==> src/rtl/cell_comm_tx_arbiter.sv <==
// -----------------------------------------------------------------------------
// cell_comm_tx_arbiter
//
// Packet-level round-robin arbiter. It shares one Aurora cell-comm TX
// AXI-Stream between two sources: locally generated FA packets (loc) and
// packets forwarded from the opposite link (fwd). The block runs entirely
// in the Aurora user clock domain of the link it feeds.
//
// Packets are never interleaved. Traffic is gated on channelUp. A packet
// that reaches MAX_PKT_WORDS without its own tlast is cut at that length,
// and the rest of it is discarded. Per-source statistics are kept.
//
// Ports:
//   axisUserClk, axisUserReset   clock, synchronous active-high reset
//   channelUp                    Aurora channel up
//   loc*  / fwd*                 source AXI-Stream slaves (tvalid/tlast/tdata/tready)
//   tx*                          AXI-Stream master to Aurora TX
//   busy                         high whenever the arbiter is not in IDLE
//   locPktCount, fwdPktCount     packets completed on TX, per source
//   dropPktCount                 packets discarded because the channel was down
//   truncPktCount                packets cut at MAX_PKT_WORDS
// -----------------------------------------------------------------------------
module cell_comm_tx_arbiter #(
  parameter int MAX_PKT_WORDS = 64,  // 2..255
  parameter int CNT_WIDTH     = 16
) (
  input  logic                 axisUserClk,
  input  logic                 axisUserReset,
  input  logic                 channelUp,
  input  logic                 locTvalid,
  input  logic                 locTlast,
  input  logic [31:0]          locTdata,
  output logic                 locTready,
  input  logic                 fwdTvalid,
  input  logic                 fwdTlast,
  input  logic [31:0]          fwdTdata,
  output logic                 fwdTready,
  output logic                 txTvalid,
  output logic                 txTlast,
  output logic [31:0]          txTdata,
  input  logic                 txTready,
  output logic                 busy,
  output logic [CNT_WIDTH-1:0] locPktCount,
  output logic [CNT_WIDTH-1:0] fwdPktCount,
  output logic [CNT_WIDTH-1:0] dropPktCount,
  output logic [CNT_WIDTH-1:0] truncPktCount
);

  typedef enum logic [2:0] {
    ST_IDLE,
    ST_SEND_LOC,
    ST_SEND_FWD,
    ST_FLUSH_LOC,
    ST_FLUSH_FWD
  } state_e;

  typedef enum logic {
    SRC_LOC = 1'b0,
    SRC_FWD = 1'b1
  } src_e;

  localparam logic [7:0]           LAST_IDX = 8'(MAX_PKT_WORDS - 1);
  localparam logic [7:0]           WORD_ONE = 8'd1;
  localparam logic [CNT_WIDTH-1:0] CNT_ONE  = CNT_WIDTH'(1);

  state_e               state_q,      state_d;
  src_e                 rr_last_q,    rr_last_d;
  logic [7:0]           word_cnt_q,   word_cnt_d;
  logic [CNT_WIDTH-1:0] loc_cnt_q,    loc_cnt_d;
  logic [CNT_WIDTH-1:0] fwd_cnt_q,    fwd_cnt_d;
  logic [CNT_WIDTH-1:0] drop_cnt_q,   drop_cnt_d;
  logic [CNT_WIDTH-1:0] trunc_cnt_q,  trunc_cnt_d;

  // Currently owned source (meaningful in SEND_x / FLUSH_x only).
  logic        sel_loc;
  src_e        cur_src;
  logic        src_valid;
  logic        src_last;
  logic [31:0] src_data;
  logic        force_last;
  logic        pick_loc;
  logic        beat;

  assign sel_loc    = (state_q == ST_SEND_LOC) || (state_q == ST_FLUSH_LOC);
  assign cur_src    = sel_loc ? SRC_LOC : SRC_FWD;
  assign src_valid  = sel_loc ? locTvalid : fwdTvalid;
  assign src_last   = sel_loc ? locTlast  : fwdTlast;
  assign src_data   = sel_loc ? locTdata  : fwdTdata;
  assign force_last = (word_cnt_q == LAST_IDX);
  // On a tie the source that did not go last wins; rr_last resets to fwd.
  assign pick_loc   = locTvalid && (!fwdTvalid || (rr_last_q == SRC_FWD));
  assign beat       = txTvalid && txTready;

  assign busy          = (state_q != ST_IDLE);
  assign locPktCount   = loc_cnt_q;
  assign fwdPktCount   = fwd_cnt_q;
  assign dropPktCount  = drop_cnt_q;
  assign truncPktCount = trunc_cnt_q;

  always_comb begin
    // NOTE: every signal written here gets a default first, so no path through
    // the case statement can hold a stale value and infer a latch.
    state_d     = state_q;
    rr_last_d   = rr_last_q;
    word_cnt_d  = word_cnt_q;
    loc_cnt_d   = loc_cnt_q;
    fwd_cnt_d   = fwd_cnt_q;
    drop_cnt_d  = drop_cnt_q;
    trunc_cnt_d = trunc_cnt_q;
    txTvalid    = 1'b0;
    txTlast     = 1'b0;
    txTdata     = '0;
    locTready   = 1'b0;
    fwdTready   = 1'b0;

    unique case (state_q)
      ST_IDLE: begin
        if (locTvalid || fwdTvalid) begin
          if (channelUp) begin
            state_d = pick_loc ? ST_SEND_LOC : ST_SEND_FWD;
          end else begin
            // The whole packet is discarded; count it once, here.
            state_d    = pick_loc ? ST_FLUSH_LOC : ST_FLUSH_FWD;
            drop_cnt_d = drop_cnt_q + CNT_ONE;
          end
        end
      end

      ST_SEND_LOC, ST_SEND_FWD: begin
        // TX path is a plain mux of the owner; valid and ready are both gated
        // by channelUp so a beat can never happen while the link is down.
        txTvalid  = src_valid && channelUp;
        txTdata   = src_data;
        txTlast   = src_last || force_last;
        locTready = sel_loc  && txTready && channelUp;
        fwdTready = !sel_loc && txTready && channelUp;

        if (!channelUp) begin
          state_d    = sel_loc ? ST_FLUSH_LOC : ST_FLUSH_FWD;
          drop_cnt_d = drop_cnt_q + CNT_ONE;
          word_cnt_d = '0;
        end else if (beat) begin
          if (txTlast) begin
            word_cnt_d = '0;
            rr_last_d  = cur_src;
            if (sel_loc) loc_cnt_d = loc_cnt_q + CNT_ONE;
            else         fwd_cnt_d = fwd_cnt_q + CNT_ONE;
            if (force_last && !src_last) begin
              // Length limit hit: the remainder of the source packet is dropped.
              trunc_cnt_d = trunc_cnt_q + CNT_ONE;
              state_d     = sel_loc ? ST_FLUSH_LOC : ST_FLUSH_FWD;
            end else begin
              state_d = ST_IDLE;
            end
          end else begin
            word_cnt_d = word_cnt_q + WORD_ONE;
          end
        end
      end

      ST_FLUSH_LOC, ST_FLUSH_FWD: begin
        locTready = sel_loc;
        fwdTready = !sel_loc;
        if (src_valid && src_last) begin
          rr_last_d = cur_src;
          state_d   = ST_IDLE;
        end
      end

      default: state_d = ST_IDLE;
    endcase
  end

  always_ff @(posedge axisUserClk) begin
    // NOTE: sequential state uses non-blocking assignments so every flop
    // samples the values from before this edge, independent of block order.
    if (axisUserReset) begin
      state_q     <= ST_IDLE;
      rr_last_q   <= SRC_FWD;
      word_cnt_q  <= '0;
      loc_cnt_q   <= '0;
      fwd_cnt_q   <= '0;
      drop_cnt_q  <= '0;
      trunc_cnt_q <= '0;
    end else begin
      state_q     <= state_d;
      rr_last_q   <= rr_last_d;
      word_cnt_q  <= word_cnt_d;
      loc_cnt_q   <= loc_cnt_d;
      fwd_cnt_q   <= fwd_cnt_d;
      drop_cnt_q  <= drop_cnt_d;
      trunc_cnt_q <= trunc_cnt_d;
    end
  end

endmodule
==> config.mk <==
export PLATFORM = sky130hd
export DESIGN_NAME = cell_comm_tx_arbiter
export DESIGN_NICKNAME = d
export VERILOG_FILES = /design/src/rtl/cell_comm_tx_arbiter.sv
export SDC_FILE = /design/constraint.sdc
export NUM_CORES = 1
export LEC_CHECK = 0
export CORE_ASPECT_RATIO = 1.1
export CORE_MARGIN = 1.5
export CORE_UTILIZATION = 44
export CTS_CLUSTER_SIZE = 12
export DETAILED_ROUTE_END_ITERATION = 7
export GPL_TIMING_DRIVEN = 0
export HOLD_SLACK_MARGIN = 0.1
export PLACE_DENSITY = 0.91
export REMOVE_ABC_BUFFERS = 1
export SLEW_MARGIN = 0
export SYNTH_ARGS = -nofsm -noshare
export SYNTH_HDL_FRONTEND = slang
export SYNTH_SLANG_ARGS = --single-unit
==> constraint.sdc <==
create_clock -name axisUserClk -period 2.8 [get_ports axisUserClk]
set_clock_uncertainty 0.15 [all_clocks]
set_input_delay 0.42 -clock axisUserClk [delete_from_list [all_inputs] [get_ports axisUserClk]]
set_output_delay 0.42 -clock axisUserClk [all_outputs]
set_load 0.03 [all_outputs]
==> impl_metrics.py <==
metrics = {
    "run_status": {
        "status": "complete, no violations",
    },
    "power_and_ir_drop": {
        "ir_worst_vdd_mv": 0.458,
        "powerDensity_mw_per_mm2": 631,
        "p_leak_nw": 2.28,
    },
    "clocking": {
        "ctsHoldBuffers": 0,
        "cts.clk_slew.worst_paths_ns": 0.07,
        "clockBufferDepth": 2,
        "cts-root-buf": "clkbuf_8",
        "clock_latency_ns": 0.36,
        "htree_levels": 3,
        "cts_num_sinks": 76,
        "cts_buffers": 9,
        "cts_tree": "built",
    },
    "cells_and_area": {
        "final_area_mm2": 0.00643,
        "diodes": 0,
        "area_growth_pct": 48.3,
        "fin_nets": 759,
        "final_layout_size_suffix_gt1_frac": 0.0787,
    },
    "yosys": {
        "synthMuxAreaShare": 0.0352,
        "synth_compound_area_frac": 0.249,
        "avgSynthCellArea_um2": 8.31,
        "synth_top_family_by_area": "simple AND/OR/NAND/NOR gates",
        "ys_types": 51,
        "async_flop_share": 0,
        "synth_top_area_frac": 0.351,
        "synth_ff_type": "dfxtp_1",
        "synth_warnings": 0,
        "synth_edf_count": 0,
        "yosysTopAreaCell": "dfxtp_1",
        "synth-seq-area-share": 0.351,
        "synthSimpleGateAreaFrac": 0.268,
        "syn_inst": 522,
        "synthAdderAreaFrac": 0.0173,
        "ys_seq_elements": 76,
        "netlist_area_mm2": 0.00434,
        "synthTopCellsByArea": "dfxtp_1 (35%), a22o_1 (6.5%), a21oi_1 (5.8%)",
        "synth_xor_area_frac": 0.0364,
    },
    "critical_path": {
        "worstPathArrival_ns": 2.14,
        "start_kind": "primary input",
        "critPathKind": "in2out",
        "worstPathMaxFanout": 5,
        "rrSetupSlack_ns": 0.18,
        "end_kind": "primary output",
        "cp.required_ns": 2.23,
    },
    "sta": {
        "setup_tns_ns": 0,
        "post-route-period-util": 0.969,
        "finalSetupViolCount": 0,
        "fin_crit_ns": 2.71,
        "tightest_slew_ns": 0.832,
        "finalWorstSetupSlack_ns": 0.0857,
        "slew_viol_final": 0,
        "rsz0062_at_grt": "false",
        "relSlewSlack": 0.445,
        "clock.fmax_ghz": 0.368,
        "hold_violations": 0,
    },
    "drt": {
        "antenna_left": 0,
        "drc_errors": 0,
        "num_vias": 4892,
        "drt_first_iter_violations": 373,
        "routed_wirelength_um": 13700,
        "met2_length_um": 6700,
        "top_layer": "met4",
        "m1WireLength_um": 5220,
        "routed-wl-met3_um": 1030,
        "dr.pass1.iters": 5,
        "viasPerCell": 6.09,
        "wl_per_cell_um": 17.0,
    },
    "floorplanning": {
        "coreArea_mm2": 0.00949,
        "die-area_mm2": 0.0105,
        "die_height_um": 107,
        "core.rowCount": 37,
        "start_util": 0.457,
        "io_pins": 173,
        "die_w_um": 97.7,
    },
    "place": {
        "gp_congestion": 0.894,
        "dp_slack_ns": -1.34,
        "dpl-instance-area_mm2": 0.00612,
        "hpwlAfterDp_um": 10100,
        "portBuffers": 172,
    },
    "grt": {
        "grt_pass1_wl_um": 21200,
        "grt_usage": 0.255,
        "gr-total-overflow": 0,
        "grt_max_degree": 50,
        "antenna_found_initial": 0,
        "grt_pass1_vias": 4501,
    },
    "hold_path": {
        "hold_class": "reg2reg",
    },
    "flow_run": {
        "cap_viol_max_count": 0,
    },
}
-- critical path, cell delays in order --
cell,delay (ns)
clkdlybuf4s50_1,0.54
nand2_1,0.14
nor2_1,0.12
nand2_1,0.06
a21oi_1,0.17
clkdlybuf4s50_1,0.69
-- metal layers --
layer	GRT usage	vias up
li1	-	2300
met1	0.291	2320
met2	0.433	234
met3	0.0548	38
met4	0.161	0
met5	0	-
-- worst paths after layout --
| check | from | to | cells after the start |
|---|---|---|---|
| max reg2reg | word_cnt_q[0]$_SDFFE_PP0P_ | state_q[0]$_SDFFE_PP0P_ | 6 |
| min reg2reg | fwdPktCount[15]$_SDFFE_PP0P_ | fwdPktCount[15]$_SDFFE_PP0P_ | 2 |
| min | fwdPktCount[15]$_SDFFE_PP0P_ | fwdPktCount[15]$_SDFFE_PP0P_ | 2 |
| max | txTready | fwdTready | 6 |
-- cell usage after synthesis, types with 3 or more instances --
cell type	number
nand3_1	24
nand2b_1	9
mux2i_1	7
dfxtp_1	76
and3_1	6
nor2b_1	9
nand3b_1	3
o31ai_1	23
nor4_1	3
a31o_2	4
clkbuf_1	27
xnor2_1	14
nor3_1	8
or3_1	19
nor2_1	37
nand4_1	19
ha_1	6
a21oi_1	50
inv_1	13
buf_2	8
a211oi_1	7
a22o_1	32
xor2_1	4
mux2_2	5
and4_1	6
or4_1	26
o22ai_1	3
o21ai_0	22
nand2_1	27
-- state kept, by name, summed over array words and instances, names as in the netlist --
signal / cells
dropPktCount: 16
locPktCount: 16
state_q: 3
rr_last_q: 1
word_cnt_q: 8
truncPktCount: 16
fwdPktCount: 16
-- layout by cell type (no fill, tap or decap), types with 20 or more instances in the layout --
master and count:
clkdlybuf4s50_1 136, a21oi_1 50, nand4_1 20, dlygate4sd2_1 31, nand3_1 24, or4_1 25
a22o_1 32, o21ai_0 22, o31ai_1 23, nand2_1 27, dfxtp_1 73, nor2_1 35
-- cells by family (layout without fill, tap and decap cells) --
| kind of cell | Yosys count | after routing |
|---|---|---|
| multiplexers | 14 | 14 |
| AO/OA/AOI/OAI | 156 | 156 |
| flip-flops | 76 | 76 |
| AND/OR/NAND/NOR | 204 | 205 |
| XOR/XNOR | 18 | 18 |
| adder cells (fa/ha/maj) | 6 | 6 |
| buffers and inverters | 48 | 211 |
-- timing repair --
item | in CTS | in global routing
gates cloned | 1 | 0
endpoints found under the setup margin | 77 | 20
resized for setup | 47 | 5
buffers inserted | 5 | 2
pin swaps | 3 | 4
-- final cells by class --
type	instances	area (um^2)
well taps	117	146
clock buffers	12	145
multi-input cells	399	2680
clock inverters	4	72.6
inverters	13	48.8
repair buffers	182	1800
fillers	741	3060
flip-flops and latches	76	1530
-- per-stage QoR --
stage	util	cells	hold WS, ns	total power [mW]
2_1_floorplan	-	487	0.311	2.28
3_3_place_gp	0.639	776	0.314	3.04
3_5_place_dp	0.645	779	0.324	3.12
4_1_cts	0.674	801	0.337	4.05
5_1_grt	0.678	803	0.350	4.22
6_report	0.678	803	0.335	4.06
-- power breakdown --
group          internal [mW]  switching, mW
sequential              1.12          0.107
clock                  0.526          0.410
combinational          0.727           1.17
Note: power is estimated with default switching activity, not from simulation.
